[src/rtl/tennis_score.sv]
// tennis_score
//   Scores one tennis set from the per-rally point pulses of ball_movement.
//   Tracks point codes (0/15/30/40/AD) through deuce and advantage. Counts
//   games and alternates the server. After each game it freezes the score
//   for a fixed number of cycles. It stops in a terminal state once a
//   player reaches the games target.
//
// Parameters
//   GAMES_TO_WIN  games needed to take the set (1..7)
//   PAUSE_CYCLES  cycles the score is frozen after a game (1..65535)
//
// Ports
//   clk        system clock, rising edge
//   reset_clk  synchronous, active-high reset
//   point_p1   rally won by player 1 (one point per high cycle)
//   point_p2   rally won by player 2 (one point per high cycle)
//   p1_pts     player 1 point code: 0=0, 1=15, 2=30, 3=40, 4=AD
//   p2_pts     player 2 point code, same encoding
//   p1_games   player 1 games in the set
//   p2_games   player 2 games in the set
//   server     current server: 0=P1, 1=P2
//   game_won   one-cycle pulse when a game is decided
//   winner     00=none, 01=P1, 10=P2; valid with game_won and while set_over
//   set_over   high once the set is finished, until reset
module tennis_score #(
    parameter int unsigned GAMES_TO_WIN = 6,
    parameter int unsigned PAUSE_CYCLES = 4
) (
    input  logic       clk,
    input  logic       reset_clk,
    input  logic       point_p1,
    input  logic       point_p2,
    output logic [2:0] p1_pts,
    output logic [2:0] p2_pts,
    output logic [2:0] p1_games,
    output logic [2:0] p2_games,
    output logic       server,
    output logic       game_won,
    output logic [1:0] winner,
    output logic       set_over
);

    typedef enum logic [2:0] {
        PLAY,
        DEUCE,
        ADV_P1,
        ADV_P2,
        PAUSE,
        DONE
    } state_t;

    localparam logic [2:0]  GAMES_MAX  = GAMES_TO_WIN[2:0];
    localparam logic [15:0] PAUSE_LAST = 16'(PAUSE_CYCLES - 1);

    localparam logic [2:0] CODE_40 = 3'd3;
    localparam logic [2:0] CODE_AD = 3'd4;

    state_t      state, state_nxt;
    logic        pt1_q, pt2_q;
    logic [15:0] pause_cnt, pause_cnt_nxt;

    logic [2:0]  p1_pts_nxt, p2_pts_nxt;
    logic [2:0]  p1_games_nxt, p2_games_nxt;
    logic        server_nxt, game_won_nxt, set_over_nxt;
    logic [1:0]  winner_nxt;

    logic        one_p1, one_p2;
    logic        win_p1, win_p2;

    // Pulses are registered once before scoring. Capture is blocked while
    // the score is frozen or the set is over, so a pulse arriving on the
    // last pause cycle cannot leak into the next game.
    always_ff @(posedge clk) begin
        if (reset_clk) begin
            pt1_q <= 1'b0;
            pt2_q <= 1'b0;
        end else begin
            pt1_q <= point_p1 && (state != PAUSE) && (state != DONE);
            pt2_q <= point_p2 && (state != PAUSE) && (state != DONE);
        end
    end

    // Simultaneous pulses cancel: neither player scores that cycle.
    assign one_p1 = pt1_q && !pt2_q;
    assign one_p2 = pt2_q && !pt1_q;

    always_ff @(posedge clk) begin
        if (reset_clk) begin
            state     <= PLAY;
            pause_cnt <= '0;
            p1_pts    <= '0;
            p2_pts    <= '0;
            p1_games  <= '0;
            p2_games  <= '0;
            server    <= 1'b0;
            game_won  <= 1'b0;
            winner    <= '0;
            set_over  <= 1'b0;
        end else begin
            state     <= state_nxt;
            pause_cnt <= pause_cnt_nxt;
            p1_pts    <= p1_pts_nxt;
            p2_pts    <= p2_pts_nxt;
            p1_games  <= p1_games_nxt;
            p2_games  <= p2_games_nxt;
            server    <= server_nxt;
            game_won  <= game_won_nxt;
            winner    <= winner_nxt;
            set_over  <= set_over_nxt;
        end
    end

    always_comb begin
        state_nxt     = state;
        pause_cnt_nxt = pause_cnt;
        p1_pts_nxt    = p1_pts;
        p2_pts_nxt    = p2_pts;
        p1_games_nxt  = p1_games;
        p2_games_nxt  = p2_games;
        server_nxt    = server;
        game_won_nxt  = 1'b0;
        winner_nxt    = (state == DONE) ? winner : 2'b00;
        set_over_nxt  = set_over;
        win_p1        = 1'b0;
        win_p2        = 1'b0;

        case (state)
            PLAY: begin
                // Both codes at 40 is never held in PLAY: reaching it
                // moves straight to DEUCE.
                if (one_p1) begin
                    if (p1_pts < CODE_40) begin
                        p1_pts_nxt = p1_pts + 3'd1;
                        if (p1_pts == 3'd2 && p2_pts == CODE_40)
                            state_nxt = DEUCE;
                    end else begin
                        win_p1 = 1'b1;
                    end
                end else if (one_p2) begin
                    if (p2_pts < CODE_40) begin
                        p2_pts_nxt = p2_pts + 3'd1;
                        if (p2_pts == 3'd2 && p1_pts == CODE_40)
                            state_nxt = DEUCE;
                    end else begin
                        win_p2 = 1'b1;
                    end
                end
            end

            DEUCE: begin
                if (one_p1) begin
                    p1_pts_nxt = CODE_AD;
                    p2_pts_nxt = CODE_40;
                    state_nxt  = ADV_P1;
                end else if (one_p2) begin
                    p1_pts_nxt = CODE_40;
                    p2_pts_nxt = CODE_AD;
                    state_nxt  = ADV_P2;
                end
            end

            ADV_P1: begin
                if (one_p1) begin
                    win_p1 = 1'b1;
                end else if (one_p2) begin
                    p1_pts_nxt = CODE_40;
                    p2_pts_nxt = CODE_40;
                    state_nxt  = DEUCE;
                end
            end

            ADV_P2: begin
                if (one_p2) begin
                    win_p2 = 1'b1;
                end else if (one_p1) begin
                    p1_pts_nxt = CODE_40;
                    p2_pts_nxt = CODE_40;
                    state_nxt  = DEUCE;
                end
            end

            PAUSE: begin
                if (pause_cnt == PAUSE_LAST) begin
                    pause_cnt_nxt = '0;
                    p1_pts_nxt    = '0;
                    p2_pts_nxt    = '0;
                    state_nxt     = PLAY;
                end else begin
                    pause_cnt_nxt = pause_cnt + 16'd1;
                end
            end

            DONE: begin
                set_over_nxt = 1'b1;
            end

            default: begin
                state_nxt = PLAY;
            end
        endcase

        // Game win: point codes keep their pre-win values through PAUSE.
        if (win_p1 || win_p2) begin
            game_won_nxt  = 1'b1;
            server_nxt    = ~server;
            pause_cnt_nxt = '0;
            state_nxt     = PAUSE;
            if (win_p1) begin
                winner_nxt = 2'b01;
                if (p1_games < GAMES_MAX)
                    p1_games_nxt = p1_games + 3'd1;
                if ({1'b0, p1_games} + 4'd1 >= {1'b0, GAMES_MAX}) begin
                    state_nxt    = DONE;
                    set_over_nxt = 1'b1;
                end
            end else begin
                winner_nxt = 2'b10;
                if (p2_games < GAMES_MAX)
                    p2_games_nxt = p2_games + 3'd1;
                if ({1'b0, p2_games} + 4'd1 >= {1'b0, GAMES_MAX}) begin
                    state_nxt    = DONE;
                    set_over_nxt = 1'b1;
                end
            end
        end
    end

endmodule

[config.mk]
export PLATFORM = sky130hd
export DESIGN_NAME = tennis_score
export DESIGN_NICKNAME = d
export VERILOG_FILES = /design/src/rtl/tennis_score.sv
export SDC_FILE = /design/constraint.sdc
export NUM_CORES = 1
export LEC_CHECK = 0
export CORE_ASPECT_RATIO = 0.5
export CORE_UTILIZATION = 30
export DETAILED_ROUTE_END_ITERATION = 8
export GPL_TIMING_DRIVEN = 0
export PLACE_DENSITY = 0.45
export SLEW_MARGIN = 5
export SYNTH_ARGS = -nofsm -noshare
export SYNTH_HDL_FRONTEND = slang
export SYNTH_SLANG_ARGS = --single-unit
[constraint.sdc]
create_clock -name clk -period 2 [get_ports clk]
set_input_delay 0.2 -clock clk [delete_from_list [all_inputs] [get_ports clk]]
set_output_delay 0.2 -clock clk [all_outputs]
set_load 0.02 [all_outputs]
==> results of run 1 <==
## power groups by stage
| stage | registers, uW | clock network [uW] | logic (uW) |
|---|---|---|---|
| floorplan | 927 | 0 | 460 |
| CTS | 883 | 949 | 731 |
| global route | 898 | 984 | 864 |
| detailed placement | 899 | 0 | 711 |
| global placement | 896 | 0 | 711 |
| finish | 889 | 921 | 780 |
## timing repair
action,4_1_cts,5_1_grt
endpoints found under the setup margin,23,26
pin swaps,1,2
cloned,0,0
gates resized for setup,7,20
setup buffers,2,5
## path summary, 6_finish.rpt
kind                            slack [ns]             to  cells past startpoint
worst max-delay path                   0.1      p1_pts[2]                      7
worst min-delay path                  0.48          pt1_q                      2
worst max register to register         0.1      p1_pts[2]                      7
worst min register to register        0.49  pause_cnt[15]                      2
## routing by layer
metal / part of all wire / up-vias / track usage / routed length, um
met5: 0 / - / 0 / 0
met2: 0.44 / 35 / 0.2905 / 3009
met4: 0.0050 / 0 / 0.04118 / 34
met1: 0.52 / 1113 / 0.2389 / 3526
met3: 0.034 / 4 / 0.04235 / 232
li1: - / 1168 / - / -
## worst max-delay path, delay by kind of cell, from the launching register on
family	cells	cell delay, ns
AOI/OAI and AO/OA	4	0.88
adders and majority gates	1	0.21
buffers and inverters	1	0.18
DFF	1	0.38
and+or+nand+nor	1	0.14
## registers in the layout, summed over array words and instances (netlist names), 2 cells and up
signal	count
p2_pts	3
p2_games	3
state	3
winner	2
pause_cnt	16
p1_pts	3
p1_games	3
## cell families (layout without fill, tap and decap cells)
logic type                 after synthesis  after routing
xor gates and xnor gates                 6              6
adders and majority gates               13             13
buffers and inverters                   31             65
AOI/OAI and AO/OA                      102            102
muxes                                    2              2
DFF                                     38             38
and+or+nand+nor                        103            103
## final cells by class
cell class | instances | area (um2) | area share
plain buffers | 18 | 110.1 | 0.03608
clock buffers | 6 | 138.9 | 0.04551
clock inverters | 1 | 30.03 | 0.009840
inverters | 13 | 48.80 | 0.01599
multi-input cells | 226 | 1575 | 0.5162
flip-flops and latches | 38 | 760.7 | 0.2493
well taps | 108 | 135.1 | 0.04428
repair buffers | 27 | 252.7 | 0.08282
## synthesized netlist by cell type, drive strengths merged (3+ instances only)
master,number,area share
and3,5,0.013
or3,7,0.020
nand3,8,0.017
o22ai,3,0.0078
nand2b,4,0.010
ha,13,0.068
a22oi,4,0.012
buf,12,0.033
a211oi,4,0.015
o31ai,3,0.0094
and2,3,0.0078
inv,12,0.019
nor2,24,0.037
clkbuf,6,0.0094
nor3,11,0.028
nor2b,4,0.010
dfxtp,38,0.32
xor2,4,0.015
and4,4,0.015
o21ai,20,0.042
nand4b,6,0.022
nand4,3,0.0078
a41o,3,0.012
a2bb2oi,4,0.015
a21oi,42,0.089
nand2,13,0.020
## per-stage QoR
stage,std cells,utilization
6_report,437,0.4046
5_1_grt,437,0.4046
4_1_cts,432,0.3923
3_5_place_dp,423,0.3636
3_3_place_gp,423,0.3636
2_1_floorplan,295,-
==> flow_metrics.py, run 1 <==
metrics = {
    "outcome": {
        "status": "completed",
    },
    "global_route": {
        "grt_pass1_wl_um": 11590,
        "grt_pass1_vias": 2275,
        "grt_max_degree": 12,
        "grt.total_usage": 0.1784,
        "antenna_found_initial": 0,
        "grt.overflow.total": 0,
    },
    "worst_setup_path": {
        "path_max_fanout": 10,
        "cpPeakStageDelay_ns": 0.38,
        "crit_start": "pt1_q",
        "arrival_ns": 2.07,
        "required_ns": 2.17,
        "crit_path_end_kind": "flip-flop",
        "r2r-start": "pt1_q",
        "crit_chain": "ha_4 > buf_4 > nor2b_1 > o211ai_1 > a32oi_4 > o31ai_1 > a32o_1",
        "cp_slowest_cell": "dfxtp_1",
        "critPathLaunchType": "flip-flop",
        "critPathKind": "reg2reg",
    },
    "sta": {
        "fmax_ghz": 0.5259,
        "finalCritPeriodShare": 0.9508,
        "tightest_slew_ns": 0.6042,
        "fin_ws_ns": 0.09847,
        "setup_violations": 0,
        "drv_slew": 0,
        "finalCriticalPeriod_ns": 1.902,
        "whs_ns": 0.4797,
        "finalHoldViolCount": 0,
        "skew_ns": 0.004029,
        "slew_headroom": 0.5972,
        "setup_tns_ns": 0,
    },
    "cells_and_area": {
        "nets": 346,
        "drive_gt1_frac": 0.1489,
        "area_growth_pct": 26.77,
        "layout_commonest_cell": "a21oi_1",
        "design_area_um2": 3052,
        "nFillCells": 796,
        "mostFrequentLayoutCells": "a21oi_1, dfxtp_1, nor2_1, clkdlybuf4s50_1, o21ai_0",
        "antenna_cells": 0,
    },
    "clocking": {
        "cts_buffers": 5,
        "cts_tree": "yes",
        "clk_latency_ns": 0.28,
        "cts.sink_count": 38,
        "clockBufferDepth": 2,
        "clock-root-buffer": "clkbuf_16",
        "ctsHoldBuffers": 0,
        "htreeDepth": 2,
        "clk_pin_slew_ns": 0.06,
    },
    "synth": {
        "syn_avg_cell_area_um2": 8.160,
        "synth_compound_area_frac": 0.2739,
        "synth_area_um2": 2407,
        "synth_seq_area_share": 0.3160,
        "async_flop_share": 0,
        "muxShareOfSynthArea": 0.008316,
        "synth.distinct_cells": 60,
        "synthSimpleGateAreaFrac": 0.2495,
        "yosys_warnings": 0,
        "yosys.area_share.xor_xnor": 0.02183,
        "synth-seq-cells": 38,
        "synthAdderAreaFrac": 0.06757,
        "synth_edf_count": 0,
        "synth_top_family_by_area": "compound AO/OA/AOI/OAI gates",
        "synthFlopType": "dfxtp_1",
        "netlist_instances": 295,
        "synth_nets": 312,
    },
    "place": {
        "dp.final_hpwl_um": 4775,
        "placed_area_um2": 2743,
        "numPortBuffers": 20,
        "finalWeightedCongestion": 0.8320,
        "place_ws_ns": -0.3348,
    },
    "floorplanning": {
        "dieArea_um2": 8408,
        "io_pins": 21,
        "initial_utilization": 0.3192,
        "rows": 22,
        "die_h_um": 65.34,
        "core_area_um2": 7542,
        "die_width_um": 128.7,
    },
    "routing": {
        "wl_per_cell_um": 15.57,
        "avgViaCountPerCell": 5.309,
        "via_count": 2320,
        "drt_first_pass_iters": 4,
        "post-route-drc-count": 0,
        "wl_um": 6802,
        "drt-initial-drc-count": 102,
        "ant_nets": 0,
    },
    "pwr": {
        "switchingPower_uw": 812.1,
        "combPwrFrac": 0.301,
        "p_seq_frac": 0.343,
        "ir_drop_mv": 0.3092,
        "total_power_uw": 2590,
        "cellPowerDensity_nw_per_um2": 848.6,
        "p_sw_frac": 0.3136,
        "clockPowerShare": 0.356,
        "p_int_uw": 1778,
        "leakage_uw": 0.001112,
    },
    "job": {
        "drv_cap": 0,
    },
    "min_path": {
        "hp-start": "point_p1",
        "hold_class": "in2reg",
    },
}
(Power assumes the default switching activity.)
==> run 2, diff against run 1 <==
--- a/config.mk
+++ b/config.mk
@@ -8,7 +8,7 @@
 export CORE_ASPECT_RATIO = 0.5
 export CORE_UTILIZATION = 30
 export DETAILED_ROUTE_END_ITERATION = 8
-export GPL_TIMING_DRIVEN = 0
+export HOLD_SLACK_MARGIN = 0.03
 export PLACE_DENSITY = 0.45
 export SLEW_MARGIN = 5
 export SYNTH_ARGS = -nofsm -noshare
==> run 2 against run 1 <==
Power shrank 5.8%. Sequential cell count is the same. Die area did not move. Largest power group is now sequential cells.
==> flow_metrics.py, run 2 (synthesized netlist as in run 1, its figures left out) <==
metrics = {
    "pwr": {
        "ir_drop_mv": 0.3565,
        "total_power_uw": 2440,
        "cellPowerDensity_nw_per_um2": 796.5,
        "leakage_uw": 0.001142,
    },
    "sta": {
        "setup_violations": 0,
        "setup_tns_ns": 0,
        "finalCritPeriodShare": 0.9290,
        "finalHoldViolCount": 0,
        "finalCriticalPeriod_ns": 1.858,
        "skew_ns": 0.004659,
        "tightest_slew_ns": 0.4516,
        "rsz0062_at_grt": "no",
        "slew_headroom": 0.6986,
        "fmax_ghz": 0.5382,
        "drv_slew": 0,
    },
    "floorplanning": {
        "rows": 22,
        "core_area_um2": 7542,
        "dieArea_um2": 8408,
        "io_pins": 21,
        "die_h_um": 65.34,
        "die_width_um": 128.7,
        "initial_utilization": 0.3192,
    },
    "clocking": {
        "cts_tree": "yes",
        "htreeDepth": 2,
        "ctsHoldBuffers": 0,
        "cts.sink_count": 38,
        "cts_buffers": 5,
        "clock-root-buffer": "clkbuf_16",
        "clk_pin_slew_ns": 0.06,
        "clk_latency_ns": 0.29,
        "clockBufferDepth": 2,
    },
    "min_path": {
        "hold_class": "reg2reg",
        "hp-start": "pause_cnt[15]",
    },
    "outcome": {
        "status": "completed",
    },
    "worst_setup_path": {
        "critPathKind": "reg2reg",
        "r2r-start": "pt2_q",
        "required_ns": 2.21,
        "crit_start": "pt2_q",
        "critPathLaunchType": "flip-flop",
        "path_max_fanout": 5,
        "crit_path_end_kind": "flip-flop",
        "arrival_ns": 2.07,
    },
    "cells_and_area": {
        "multiInputGateArea_um2": 1538,
        "largest_reg_flops": 16,
        "mostFrequentLayoutCells": "a21oi_1, dfxtp_1, buf_4, nor2_1, clkdlybuf4s50_1",
        "nFillCells": 769,
        "top_register": "pause_cnt",
        "drive_gt1_frac": 0.1582,
        "nets": 352,
        "fin_util": 0.4061,
        "layout_commonest_cell": "a21oi_1",
        "area_growth_pct": 27.24,
        "area.sequential_um2": 763.2,
        "antenna_cells": 0,
    },
    "routing": {
        "avgViaCountPerCell": 5.314,
        "wl_per_cell_um": 14.72,
        "ant_nets": 0,
        "drt_first_pass_iters": 4,
        "post-route-drc-count": 0,
        "drt-initial-drc-count": 71,
        "wl_um": 6519,
        "via_count": 2354,
    },
    "place": {
        "finalWeightedCongestion": 0.8377,
        "dp.final_hpwl_um": 4778,
        "numPortBuffers": 20,
    },
    "global_route": {
        "grt_pass1_vias": 2325,
        "grt.total_usage": 0.1719,
        "grt_max_degree": 26,
        "grt_pass1_wl_um": 11140,
        "grt.overflow.total": 0,
        "antenna_found_initial": 0,
    },
    "job": {
        "drv_cap": 0,
    },
}
-- run 2: changes by cell type in the layout (fill, tap and decap cells not counted), moves of 2 or more --
| cell | delta |
|---|---|
| dfxtp_2 | +2 |
| buf_6 | -3 |
| o21ai_0 | +2 |
| o21ai_1 | -2 |
| dfxtp_1 | -2 |
| buf_2 | -6 |
| clkbuf_1 | -2 |
| buf_4 | +20 |
-- run 2: metrics by stage --
| step | std cells | cell area (um2) | hold WS [ns] | setup WS [ns] |
|---|---|---|---|---|
| 2_1_floorplan | 295 | 2407 | 0.3217 | 0.2084 |
| 3_3_place_gp | 435 | 2878 | 0.4717 | 0.05642 |
| 3_5_place_dp | 435 | 2878 | 0.4752 | 0.03612 |
| 4_1_cts | 442 | 3010 | 0.4837 | 0.03285 |
| 5_1_grt | 443 | 3063 | 0.5077 | 0.01299 |
| 6_report | 443 | 3063 | 0.4831 | 0.1420 |
-- run 2: worst paths after layout --
check | end | slack (ns) | depth (start not counted)
setup / recovery | state[1] | 0.14 | 7
setup reg to reg | state[1] | 0.14 | 7
hold reg to reg | pause_cnt[15] | 0.48 | 2
hold / removal | pause_cnt[15] | 0.48 | 2
-- run 2: layout make-up --
| type | instances | area share |
|---|---|---|
| Multi-Input combinational cell | 226 | 0.5020 |
| Sequential cell | 38 | 0.2492 |
| Timing Repair Buffer | 51 | 0.1454 |
| Tap cell | 108 | 0.04412 |
| Clock buffer | 7 | 0.04330 |
| Inverter | 13 | 0.01593 |
-- run 2: critical path, stage by stage, from the launching register on --
cell and delay, ns:
dfxtp_1 0.33, inv_1 0.05, ha_2 0.20, a211oi_1 0.25
and3_1 0.23, o221ai_2 0.16, or4_1 0.43, a21oi_1 0.14
-- run 2: what timing repair did --
| item | in CTS | in global routing |
|---|---|---|
| resized for setup | 0 | 10 |
| setup endpoints to repair | 0 | 20 |
| buffers inserted | 0 | 1 |
-- run 2: per-layer routing --
metal	part of all wire	global-route usage	vias up
li1	-	-	1178
met1	0.51	0.2250	1111
met2	0.44	0.2757	52
met3	0.037	0.03990	13
met4	0.017	0.06618	0
met5	0	0	-
-- run 2: report_power, final --
group | total, uW | internal [uW] | switching [uW]
combinational | 792 | 374 | 418
sequential | 887 | 809 | 78.2
clock | 761 | 456 | 305
